### src/rtl/tx_frame_arbiter.sv
// Round-robin arbiter feeding 6-byte ASCII frames (tag, 4 hex digits, space)
// from NREQ requesters into a single serial transmit byte path.
module tx_frame_arbiter #(
  parameter int unsigned NREQ = 4
) (
  input  logic                 clk,
  input  logic                 reset,
  input  logic [NREQ-1:0]      req,
  input  logic [8*NREQ-1:0]    tag,
  input  logic [16*NREQ-1:0]   word,
  output logic [NREQ-1:0]      ack,
  output logic [2:0]           grant_id,
  output logic                 busy,
  input  logic                 tx_full,
  output logic                 xmit,
  output logic [7:0]           txchar
);

  typedef enum logic [2:0] {
    StIdle, StTag, StHex3, StHex2, StHex1, StHex0, StTerm
  } state_e;

  state_e          state_q, state_d, nxt_state;
  logic [2:0]      ptr_q, ptr_d;
  logic [2:0]      grant_q, grant_d;
  logic [NREQ-1:0] ack_q, ack_d;
  logic            xmit_q, xmit_d;
  logic [7:0]      txchar_q, txchar_d;
  logic [7:0]      tag_q, tag_d;
  logic [15:0]     word_q, word_d;

  logic            found;
  logic [2:0]      win;
  logic [NREQ-1:0] win_oh;
  logic [7:0]      tag_sel, cur_byte;
  logic [15:0]     word_sel;

  // Lowercase ASCII hex digit for one nibble.
  function automatic logic [7:0] hex_char(input logic [3:0] d);
    return (d < 4'd10) ? (8'h30 + {4'h0, d}) : (8'h57 + {4'h0, d});
  endfunction

  // Rotating-priority search: indices above the pointer first, then wrap to the low ones.
  always_comb begin
    found    = 1'b0;
    win      = '0;
    win_oh   = '0;
    tag_sel  = '0;
    word_sel = '0;
    for (int unsigned i = 0; i < NREQ; i++) begin
      if (!found && req[i] && (3'(i) > ptr_q)) begin
        found = 1'b1;
        win   = 3'(i);
      end
    end
    for (int unsigned i = 0; i < NREQ; i++) begin
      if (!found && req[i] && (3'(i) <= ptr_q)) begin
        found = 1'b1;
        win   = 3'(i);
      end
    end
    for (int unsigned i = 0; i < NREQ; i++) begin
      if (3'(i) == win) begin
        win_oh[i] = found;
        tag_sel   = tag[8*i +: 8];
        word_sel  = word[16*i +: 16];
      end
    end
  end

  // Byte emitted by the current byte state and the state that follows it.
  always_comb begin
    cur_byte  = 8'h00;
    nxt_state = StIdle;
    unique case (state_q)
      StTag:  begin cur_byte = tag_q;                  nxt_state = StHex3; end
      StHex3: begin cur_byte = hex_char(word_q[15:12]); nxt_state = StHex2; end
      StHex2: begin cur_byte = hex_char(word_q[11:8]);  nxt_state = StHex1; end
      StHex1: begin cur_byte = hex_char(word_q[7:4]);   nxt_state = StHex0; end
      StHex0: begin cur_byte = hex_char(word_q[3:0]);   nxt_state = StTerm; end
      StTerm: begin cur_byte = 8'h20;                   nxt_state = StIdle; end
      default: ;
    endcase
  end

  // Next-state and registered-output logic.
  always_comb begin
    state_d  = state_q;
    ptr_d    = ptr_q;
    grant_d  = grant_q;
    ack_d    = '0;
    xmit_d   = 1'b0;
    txchar_d = txchar_q;
    tag_d    = tag_q;
    word_d   = word_q;
    if (state_q == StIdle) begin
      txchar_d = 8'h00;
      if (found) begin
        ack_d   = win_oh;
        grant_d = win;
        ptr_d   = win;
        tag_d   = tag_sel;
        word_d  = word_sel;
        state_d = StTag;
      end
    end else if (!tx_full) begin
      xmit_d   = 1'b1;
      txchar_d = cur_byte;
      state_d  = nxt_state;
    end
  end

  // State and output registers with synchronous reset.
  always_ff @(posedge clk) begin
    if (reset) begin
      state_q  <= StIdle;
      ptr_q    <= 3'(NREQ - 1);
      grant_q  <= '0;
      ack_q    <= '0;
      xmit_q   <= 1'b0;
      txchar_q <= 8'h00;
      tag_q    <= 8'h00;
      word_q   <= 16'h0000;
    end else begin
      state_q  <= state_d;
      ptr_q    <= ptr_d;
      grant_q  <= grant_d;
      ack_q    <= ack_d;
      xmit_q   <= xmit_d;
      txchar_q <= txchar_d;
      tag_q    <= tag_d;
      word_q   <= word_d;
    end
  end

  assign ack      = ack_q;
  assign grant_id = grant_q;
  assign busy     = (state_q != StIdle);
  assign xmit     = xmit_q;
  assign txchar   = txchar_q;

endmodule
### config.mk
export PLATFORM = sky130hd
export DESIGN_NAME = tx_frame_arbiter
export DESIGN_NICKNAME = d
export VERILOG_FILES = /design/src/rtl/tx_frame_arbiter.sv
export SDC_FILE = /design/constraint.sdc
export NUM_CORES = 1
export LEC_CHECK = 0
export CAP_MARGIN = 10
export CORE_MARGIN = 3
export CORE_UTILIZATION = 40
export CTS_CLUSTER_DIAMETER = 30
export DETAILED_ROUTE_END_ITERATION = 12
export PLACE_DENSITY = 0.85
export SYNTH_ARGS = -nofsm -noshare
export SYNTH_HDL_FRONTEND = slang
export SYNTH_SLANG_ARGS = --single-unit
### constraint.sdc
create_clock -name clk -period 5.17 [get_ports clk]
set_input_delay 1.034 -clock clk [delete_from_list [all_inputs] [get_ports clk]]
set_output_delay 1.034 -clock clk [all_outputs]
set_load 0.05 [all_outputs]
==> metrics, run 1 <==
Seq pwr share 0.407; initial antenna violation count 0; max_cap viols 0; Layout Area Growth over Synthesis 43.9%; Vias 3306; PD cells 253 mW/mm²; root buffer cell clkbuf_8; Worst Path Max Fanout 24; Slew Viols, Final 0; Pleak 1.41 nW; clock share of power 0.210; global placement routability congestion 0.940; initial core utilization 0.418; status complete, no violations; CP max-delay cell clkdlybuf4s50_1; Synth Register Bits 44; cell area after synthesis 0.00288 mm²; clk sinks 44; clk_skew 0.0111 ns; Hold Buf Count CTS 0; Final WS setup 1.75 ns; Min Clock Period, post-route 3.42 ns; I/O Buffers 118; 1st-pass router iterations 6; post-route clock period utilization 0.662; Die Width 90.9 µm; Total Wirelength 9750 µm; Cell Area, Placed 0.00406 mm²; NumNets Final 562; vias in the first global route 3240; hpwl dp 7620 µm; Mapped Nets 465; CP Cell Sequence nor3_2 -> inv_1 -> clkdlybuf4s50_1; synth warn 0; TritonCTS clock tree built; CORE AREA 0.00691 mm²; Congestion Overflow GR 0; fin area 0.00415 mm²; Die Y 90.9 µm; I/O pin cnt 120; largest net degree at the start of global routing 43; Core Util, Final 0.601; Slew Limit Headroom 0.326; Required @ worst endpoint 4.14 ns; Crit Path Class flop to primary output; Setup TNS 0 ns; # setup viols final 0; Final ANT Viol Nets 0; clock slew at reported path FFs 0.08 ns; initial DRC count 307; post-CTS resize count 0; Mean Syn Cell Area 8.08 µm²; Rows 30; fmax 292 MHz; VDD IR max 135 µV; RSZ-0062 raised after global routing no; CP endpoint kind primary output; WHS Path Cells 2; first-pass GRT wire length 15900 µm; worst-margin pin slew 1.01 ns; EDFF count, synth 0; CP Launch Type flop; postcts setup bufs 0; R2R depth 7; CTS Buffer Depth 2; Residual DRC 0; setup slack at placement 1.53 ns; Comb pwr share 0.384; CTS Buf Count 5; Avg WL per Cell 17.7 µm; Yosys cell types 53; Tot GR Track Use 0.233; WP data arrival 2.39 ns; antenna cell count 0; Cells after Synth 357; H-tree depth 2; Worst path max stage delay 0.86 ns; HP Class flop to flop; internal power 0.676 mW; DR vias/cell 6.00; die area 0.00826 mm²; Seq/Total Area, Yosys 0.305; P_sw 0.375 mW; Switching Share 0.357; Post-synth top flop dfxtp_1; Hold Fails Final Rpt 0; Clock Latency Late Sink 0.29 ns; async set-reset flop share out of synthesis 0; share of layout cells above drive strength 1 0.0505
[metrics by stage]
step / hold slack (ns) / power, mW / cells
finish: 0.477 / 1.05 / 551
global route: 0.494 / 1.11 / 551
CTS: 0.481 / 1.05 / 551
detailed placement: 0.468 / 0.833 / 543
global placement: 0.449 / 0.821 / 543
floorplan: 0.444 / 0.684 / 357
[flip-flops by register name, summed over array words and instances, names as in the netlist]
register / cells
state_q: 3
tag_q: 8
ptr_q: 2
txchar: 8
word_q: 16
xmit: 1
ack: 4
grant_id: 2
[kinds of logic (layout without fill, tap and decap cells)]
family                     after synthesis  after routing  synth area share
xor gates and xnor gates                 4              4            0.0121
AOI/OAI and AO/OA                      148            148             0.377
DFF                                     44             44             0.305
adders and majority gates                5              5            0.0217
buffers and inverters                   43            141            0.0712
and+or+nand+nor                        112            112             0.211
other                                    1              1           0.00130
[cells in the final DEF (no fill, tap or decap), types with 4 or more instances in the layout]
master | synthesis | final
xnor2_1 | 4 | 4
and3_1 | 5 | 5
nor2_1 | 17 | 17
ha_1 | 5 | 5
nand2_1 | 19 | 19
nand3_1 | 6 | 6
dfxtp_1 | 44 | 44
a222oi_1 | 21 | 21
o21ai_0 | 19 | 19
o22ai_1 | 22 | 22
a31oi_1 | 7 | 6
nor3b_1 | 5 | 5
clkdlybuf4s50_1 | 0 | 118
nor3_1 | 12 | 12
a21oi_1 | 22 | 22
nor2b_1 | 8 | 8
a211oi_1 | 28 | 28
clkbuf_8 | 0 | 6
a2111oi_2 | 4 | 4
nand2b_1 | 26 | 26
inv_1 | 13 | 13
[per-layer routing]
| metal | track usage | vias to the layer above | wire length, µm |
|---|---|---|---|
| li1 | - | 1586 | - |
| met1 | 0.296 | 1554 | 4030 |
| met3 | 0.0392 | 22 | 573 |
| met2 | 0.403 | 144 | 4920 |
| met4 | 0.0678 | 0 | 230 |
| met5 | 0 | - | 0 |
[critical path: cells and delay by family (launching register included)]
family,cells,cell delay [ns]
buf+inv,2,1.13
flops,1,0.81
simple gates,1,0.16
[Yosys cell counts, types with 2 or more instances]
| cell | instances | area, µm² |
|---|---|---|
| clkbuf_1 | 14 | 52.6 |
| or2_2 | 2 | 12.5 |
| a211oi_1 | 28 | 210 |
| o21ai_0 | 19 | 95.1 |
| nand3_1 | 6 | 30.0 |
| a32oi_1 | 3 | 26.3 |
| o21bai_1 | 2 | 15.0 |
| nor2b_1 | 8 | 50.1 |
| a21oi_1 | 22 | 110 |
| xnor2_1 | 4 | 35.0 |
| dfxtp_1 | 44 | 881 |
| nand2_1 | 19 | 71.3 |
| o221ai_1 | 2 | 17.5 |
| buf_2 | 8 | 40.0 |
| a2111oi_2 | 4 | 60.1 |
| a311oi_1 | 2 | 17.5 |
| a222oi_1 | 21 | 210 |
| and3_1 | 5 | 31.3 |
| nor2_1 | 17 | 63.8 |
| buf_4 | 5 | 37.5 |
| or3_1 | 3 | 18.8 |
| ha_1 | 5 | 62.6 |
| nand2b_1 | 26 | 163 |
| o22ai_1 | 22 | 138 |
| a31oi_1 | 7 | 43.8 |
| inv_1 | 13 | 48.8 |
| buf_6 | 2 | 22.5 |
| nor3b_1 | 5 | 37.5 |
| a22oi_1 | 3 | 22.5 |
| nor3_1 | 12 | 60.1 |
| a221oi_1 | 2 | 17.5 |
[final timing paths]
check,from,slack [ns],end
setup / recovery,state_q[0]$_SDFFE_PP0P_,1.75,busy
hold / removal,txchar[3]$_SDFFE_PP0N_,0.48,txchar[3]$_SDFFE_PP0N_
setup reg to reg,state_q[0]$_SDFFE_PP0P_,2.50,word_q[1]$_SDFFE_PP0P_
hold reg to reg,txchar[3]$_SDFFE_PP0N_,0.48,txchar[3]$_SDFFE_PP0N_
[cell type report]
cell class | count | area, µm²
sequential | 44 | 881
clock inverter | 2 | 10.0
multi-input combinational | 270 | 1810
fill | 642 | 2760
timing repair buffer | 120 | 1200
tap | 96 | 120
clock buffer | 6 | 82.6
inverter | 13 | 48.8
[power groups by stage]
stage	Combinational, mW	Clock, mW	Sequential [mW]
after floorplan	0.254	0	0.430
after global placement	0.390	0	0.431
after detailed placement	0.400	0	0.433
after CTS	0.401	0.227	0.425
after global routing	0.441	0.240	0.432
final	0.403	0.221	0.427
(Power assumes the default switching activity.)
==> run 2, diff against run 1 <==
==> constraint.sdc (replaced) <==
create_clock -name clk -period 3.5 [get_ports clk]
set_input_delay 0.7 -clock clk [delete_from_list [all_inputs] [get_ports clk]]
set_output_delay 0.7 -clock clk [all_outputs]
set_load 0.05 [all_outputs]
==> run 2 against run 1 <==
- final area increased by 0.87%
- clock skew fell by 0.0089 ns
- register-to-register slack worse by 1.2 ns
- global-route usage rose by 0.15 points
- flip-flop and latch count unchanged
- sequential share of layout area decreased by 0.18 points
- wire length is 2.2% higher
- utilization up 0.53 points
- critical endpoint unchanged
==> metrics, run 2 (synthesis results as in run 1) <==
status complete, no violations; Final WS setup 0.646 ns; fmax 350 MHz; initial DRC count 308; Final ANT Viol Nets 0; CP endpoint kind primary output; DR vias/cell 6.01; Worst Path Max Fanout 16; antenna cell count 0; CORE AREA 0.00691 mm²; VDD IR max 190 µV; RR Endpoint word_q[2]$_SDFFE_PP0P_; Slew Limit Headroom 0.565; PD cells 365 mW/mm²; clock slew at reported path FFs 0.07 ns; Layout Area Growth over Synthesis 45.2%; Critical path buffers and inverters 2; Hold Fails Final Rpt 0; Finished Layout Cells 556; clock share of power 0.183; RSZ-0062 raised after global routing no; internal power 0.982 mW; Pleak 1.43 nW; TritonCTS clock tree built; Die Y 90.9 µm; Worst R2R Setup Slack 1.33 ns; crit path from state_q[1]$_SDFFE_PP0P_; initial antenna violation count 0; I/O Buffers 118; clk sinks 44; met1 GRT Util 0.306; Rows 30; Setup TNS 0 ns; WP data arrival 2.15 ns; Comb pwr share 0.409; largest net degree at the start of global routing 43; Total Wirelength 9970 µm; Critical Path Stages 3; vias in the first global route 3124; worst-margin pin slew 0.652 ns; 1st-pass router iterations 6; Crit Path Class flop to primary output; initial core utilization 0.418; Clock Latency Late Sink 0.28 ns; Vias 3343; Setup crit end busy; most frequent cells in the layout 118 x clkdlybuf4s50_1, 44 x dfxtp_1, 28 x a211oi_1, 26 x nand2b_1; Residual DRC 0; Biggest register word_q; share of layout cells above drive strength 1 0.0609; Slew Viols, Final 0; Congestion Overflow GR 0; Power, Total 1.53 mW; max reg flops 16; P_sw 0.547 mW; CP Launch Type flop; Die Width 90.9 µm; Hold Buf Count CTS 0; Crit path max-delay family buffers and inverters; CP max-delay cell clkdlybuf4s50_1; max_cap viols 0; global placement routability congestion 0.928; post-route clock period utilization 0.815; placed cells 551; root buffer cell clkbuf_8; Worst path max stage delay 0.86 ns; Tot GR Track Use 0.234; CTS Buf Count 5; CTS Buffer Depth 2; Required @ worst endpoint 2.80 ns; Cell Area, Placed 0.00412 mm²; CP Cell Sequence nor3_2 -> inv_1 -> clkdlybuf4s50_1; postcts setup bufs 0; busiest grt layer met2; HP Class flop to flop; Core Util, Final 0.606; Seq pwr share 0.408; die area 0.00826 mm²; met2 GRT Util 0.392; Switching Share 0.358; post-CTS resize count 0; setup slack at placement 0.495 ns; I/O pin cnt 120; Min Clock Period, post-route 2.85 ns; clk_skew 0.00216 ns; # setup viols final 0; Avg WL per Cell 17.9 µm; fin area 0.00419 mm²; NumNets Final 570; H-tree depth 2; hpwl dp 7700 µm; hold slack 0.480 ns; R2R depth 6; commonest non-fill, non-tap cell in the layout clkdlybuf4s50_1; Crit Reg-Reg Startpoint ptr_q[1]$_SDFFE_PP1P_; first-pass GRT wire length 15900 µm; met3 Usage GRT 0.0442
[run 2: tightest hold or removal path: cells and delay by family, from the launching register on]
family	cells	cell delay [ns]
AOI/OAI and AO/OA	1	0.06
DFF	1	0.32
and+or+nand+nor	1	0.06
[run 2: area by class of cell]
cell class | count | area [µm²]
Fill cell | 626 | 2720
Inverter | 13 | 48.8
Tap cell | 96 | 120
Sequential cell | 44 | 881
Multi-Input combinational cell | 270 | 1810
Clock buffer | 5 | 68.8
Timing Repair Buffer | 128 | 1260
[run 2: worst min-delay path by stage]
stage,to,startpoint,slack [ns],cells after the start
2_1_floorplan,txchar[7]$_SDFFE_PP0N_,tag_q[7]$_SDFFE_PP0P_,0.44,2
3_3_place_gp,txchar[3]$_SDFFE_PP0N_,txchar[3]$_SDFFE_PP0N_,0.45,2
3_5_place_dp,txchar[3]$_SDFFE_PP0N_,txchar[3]$_SDFFE_PP0N_,0.47,2
4_1_cts,txchar[7]$_SDFFE_PP0N_,txchar[7]$_SDFFE_PP0N_,0.48,2
5_1_grt,txchar[3]$_SDFFE_PP0N_,txchar[3]$_SDFFE_PP0N_,0.50,2
6_report,txchar[7]$_SDFFE_PP0N_,txchar[7]$_SDFFE_PP0N_,0.48,2
[run 2: routing by layer]
| metal | routed length, µm | part of all wire |
|---|---|---|
| met5 | 0 | 0 |
| met4 | 245 | 0.025 |
| met3 | 706 | 0.071 |
| met2 | 4910 | 0.49 |
| met1 | 4110 | 0.41 |
[run 2: power by group through the flow]
stage                     sequential (mW)  combinational, mW  clock, mW
after floorplan                     0.634              0.376          0
after global placement              0.631              0.601          0
after detailed placement            0.634              0.617          0
after CTS                           0.622              0.618      0.286
after global routing                0.633              0.679      0.314
final                               0.624              0.625      0.280
==> run 3, diff against run 2 <==
--- a/config.mk
+++ b/config.mk
@@ -7,10 +7,10 @@
 export LEC_CHECK = 0
 export CAP_MARGIN = 10
 export CORE_MARGIN = 3
-export CORE_UTILIZATION = 40
+export CORE_UTILIZATION = 39
 export CTS_CLUSTER_DIAMETER = 30
 export DETAILED_ROUTE_END_ITERATION = 12
-export PLACE_DENSITY = 0.85
+export PLACE_DENSITY = 0.86
 export SYNTH_ARGS = -nofsm -noshare
 export SYNTH_HDL_FRONTEND = slang
 export SYNTH_SLANG_ARGS = --single-unit
==> constraint.sdc (replaced) <==
create_clock -name clk -period 2.3 [get_ports clk]
set_input_delay 0.46 -clock clk [delete_from_list [all_inputs] [get_ports clk]]
set_output_delay 0.46 -clock clk [all_outputs]
set_load 0.05 [all_outputs]
==> run 3 against run 2 <==
- wire length down 0.53%
- hold slack got worse by 0.016 ns
- final cell count rose by 6.1%
- power grew 64%
- largest cell class unchanged
- clock skew grew 0.0014 ns
- global-route usage shrank 0.055 points
- clock power increased by 80%
- combinational power increased by 70%
- clock-buffer cell count increased by 3
- sequential power grew 52%
- worst setup slack got worse by 0.56 ns
- critical path depth increased by 4
==> metrics, run 3 (synthesis results as in run 1) <==
status complete, no violations; Final ANT Viol Nets 0; Hold Buf Count CTS 0; fmax 452 MHz; CTS Buf Count 5; Biggest register word_q; Min Clock Period, post-route 2.21 ns; fill cell count 596; commonest non-fill, non-tap cell in the layout clkdlybuf4s50_1; hpwl dp 8060 µm; I/O pin cnt 120; share of layout cells above drive strength 1 0.123; clock slew at reported path FFs 0.08 ns; CP endpoint kind flop; RSZ-0062 raised after global routing no; Slew Limit Headroom 0.663; first-pass GRT wire length 16100 µm; CTS Buffer Depth 2; Congestion Overflow GR 0; 1st-pass router iterations 5; Rows 30; Slew Viols, Final 0; Avg WL per Cell 16.8 µm; initial DRC count 373; Required @ worst endpoint 2.47 ns; Vias 3442; Hold Fails Final Rpt 0; Die Y 92.0 µm; WP data arrival 2.39 ns; max_cap viols 0; Residual DRC 0; Tot GR Track Use 0.234; post-route clock period utilization 0.962; placed cells 582; Layout Area Growth over Synthesis 56.1%; largest net degree at the start of global routing 25; H-tree depth 2; most frequent cells in the layout 117 x clkdlybuf4s50_1, 44 x dfxtp_1, 37 x buf_4, 28 x a211oi_1, 26 x nand2b_1; vias in the first global route 3323; root buffer cell clkbuf_8; Finished Layout Cells 590; Pleak 1.62 nW; VDD IR max 290 µV; Crit Path Class primary input to flop; HP Class flop to flop; clk_skew 0.00359 ns; Total Wirelength 9920 µm; I/O Buffers 118; CP Launch Type primary input; Clock Latency Late Sink 0.29 ns; initial antenna violation count 0; hold slack 0.464 ns; Die Width 92.0 µm; Worst Path Max Fanout 8; worst-margin pin slew 0.504 ns; antenna cell count 0; die area 0.00846 mm²; storage element area 881 µm²; global placement routability congestion 0.969; TritonCTS clock tree built; Multi-input gate area 0.00181 mm²; NumNets Final 601; max reg flops 16; CORE AREA 0.00698 mm²; initial core utilization 0.413; # setup viols final 0; PD cells 557 mW/mm²; clk sinks 44; DR vias/cell 5.83
run 3: critical path, cell delays in order:
cell             delay (ns)
clkdlybuf4s50_1        0.64
nor2_2                 0.08
a22o_1                 0.25
or2_1                  0.28
buf_4                  0.18
a222oi_1               0.37
a211oi_1               0.13
run 3: repair_timing:
action | in CTS | in global routing
buffers inserted | 0 | 0
endpoints found under the setup margin | 0 | 1
resized for setup | 0 | 1
run 3: worst paths after layout:
path,start,to,slack (ns),cells after the start
min,txchar[3]$_SDFFE_PP0N_,txchar[3]$_SDFFE_PP0N_,0.46,2
max,req[0],tag_q[3]$_SDFFE_PP0P_,0.09,7
max reg2reg,ptr_q[1]$_SDFFE_PP1P_,word_q[1]$_SDFFE_PP0P_,0.33,6
min reg2reg,txchar[3]$_SDFFE_PP0N_,txchar[3]$_SDFFE_PP0N_,0.46,2
run 3: routing by layer:
layer	vias to the layer above	track usage	wire length (µm)
met5	-	0	0
met4	0	0.0483	119
met3	12	0.0435	642
met2	132	0.395	4980
met1	1631	0.310	4180
li1	1667	-	-
run 3: power by group:
part	leakage [nW]	internal, mW	switching [mW]
clock	0.0455	0.245	0.257
sequential	0.363	0.847	0.101
combinational	1.21	0.543	0.516
total	1.62	1.64	0.875
run 3: final cells by class:
| class | instances | share of cell area |
|---|---|---|
| clock buffer | 8 | 0.0200 |
| multi-input combinational | 270 | 0.403 |
| sequential | 44 | 0.196 |
| inverter | 13 | 0.0108 |
| timing repair buffer | 159 | 0.344 |
| tap | 96 | 0.0267 |
run 3: through the flow:
step | setup TNS [ns] | utilization | setup WS, ns | area [µm²] | total power, mW
2_1_floorplan | 0 | - | 0.389 | 2880 | 1.54
3_3_place_gp | -3.08 | 0.632 | -0.226 | 4410 | 1.98
3_5_place_dp | -3.24 | 0.632 | -0.203 | 4410 | 2.01
4_1_cts | 0 | 0.645 | 0.102 | 4500 | 2.50
5_1_grt | 0 | 0.645 | 0.00454 | 4500 | 2.66
6_report | 0 | 0.645 | 0.0864 | 4500 | 2.51
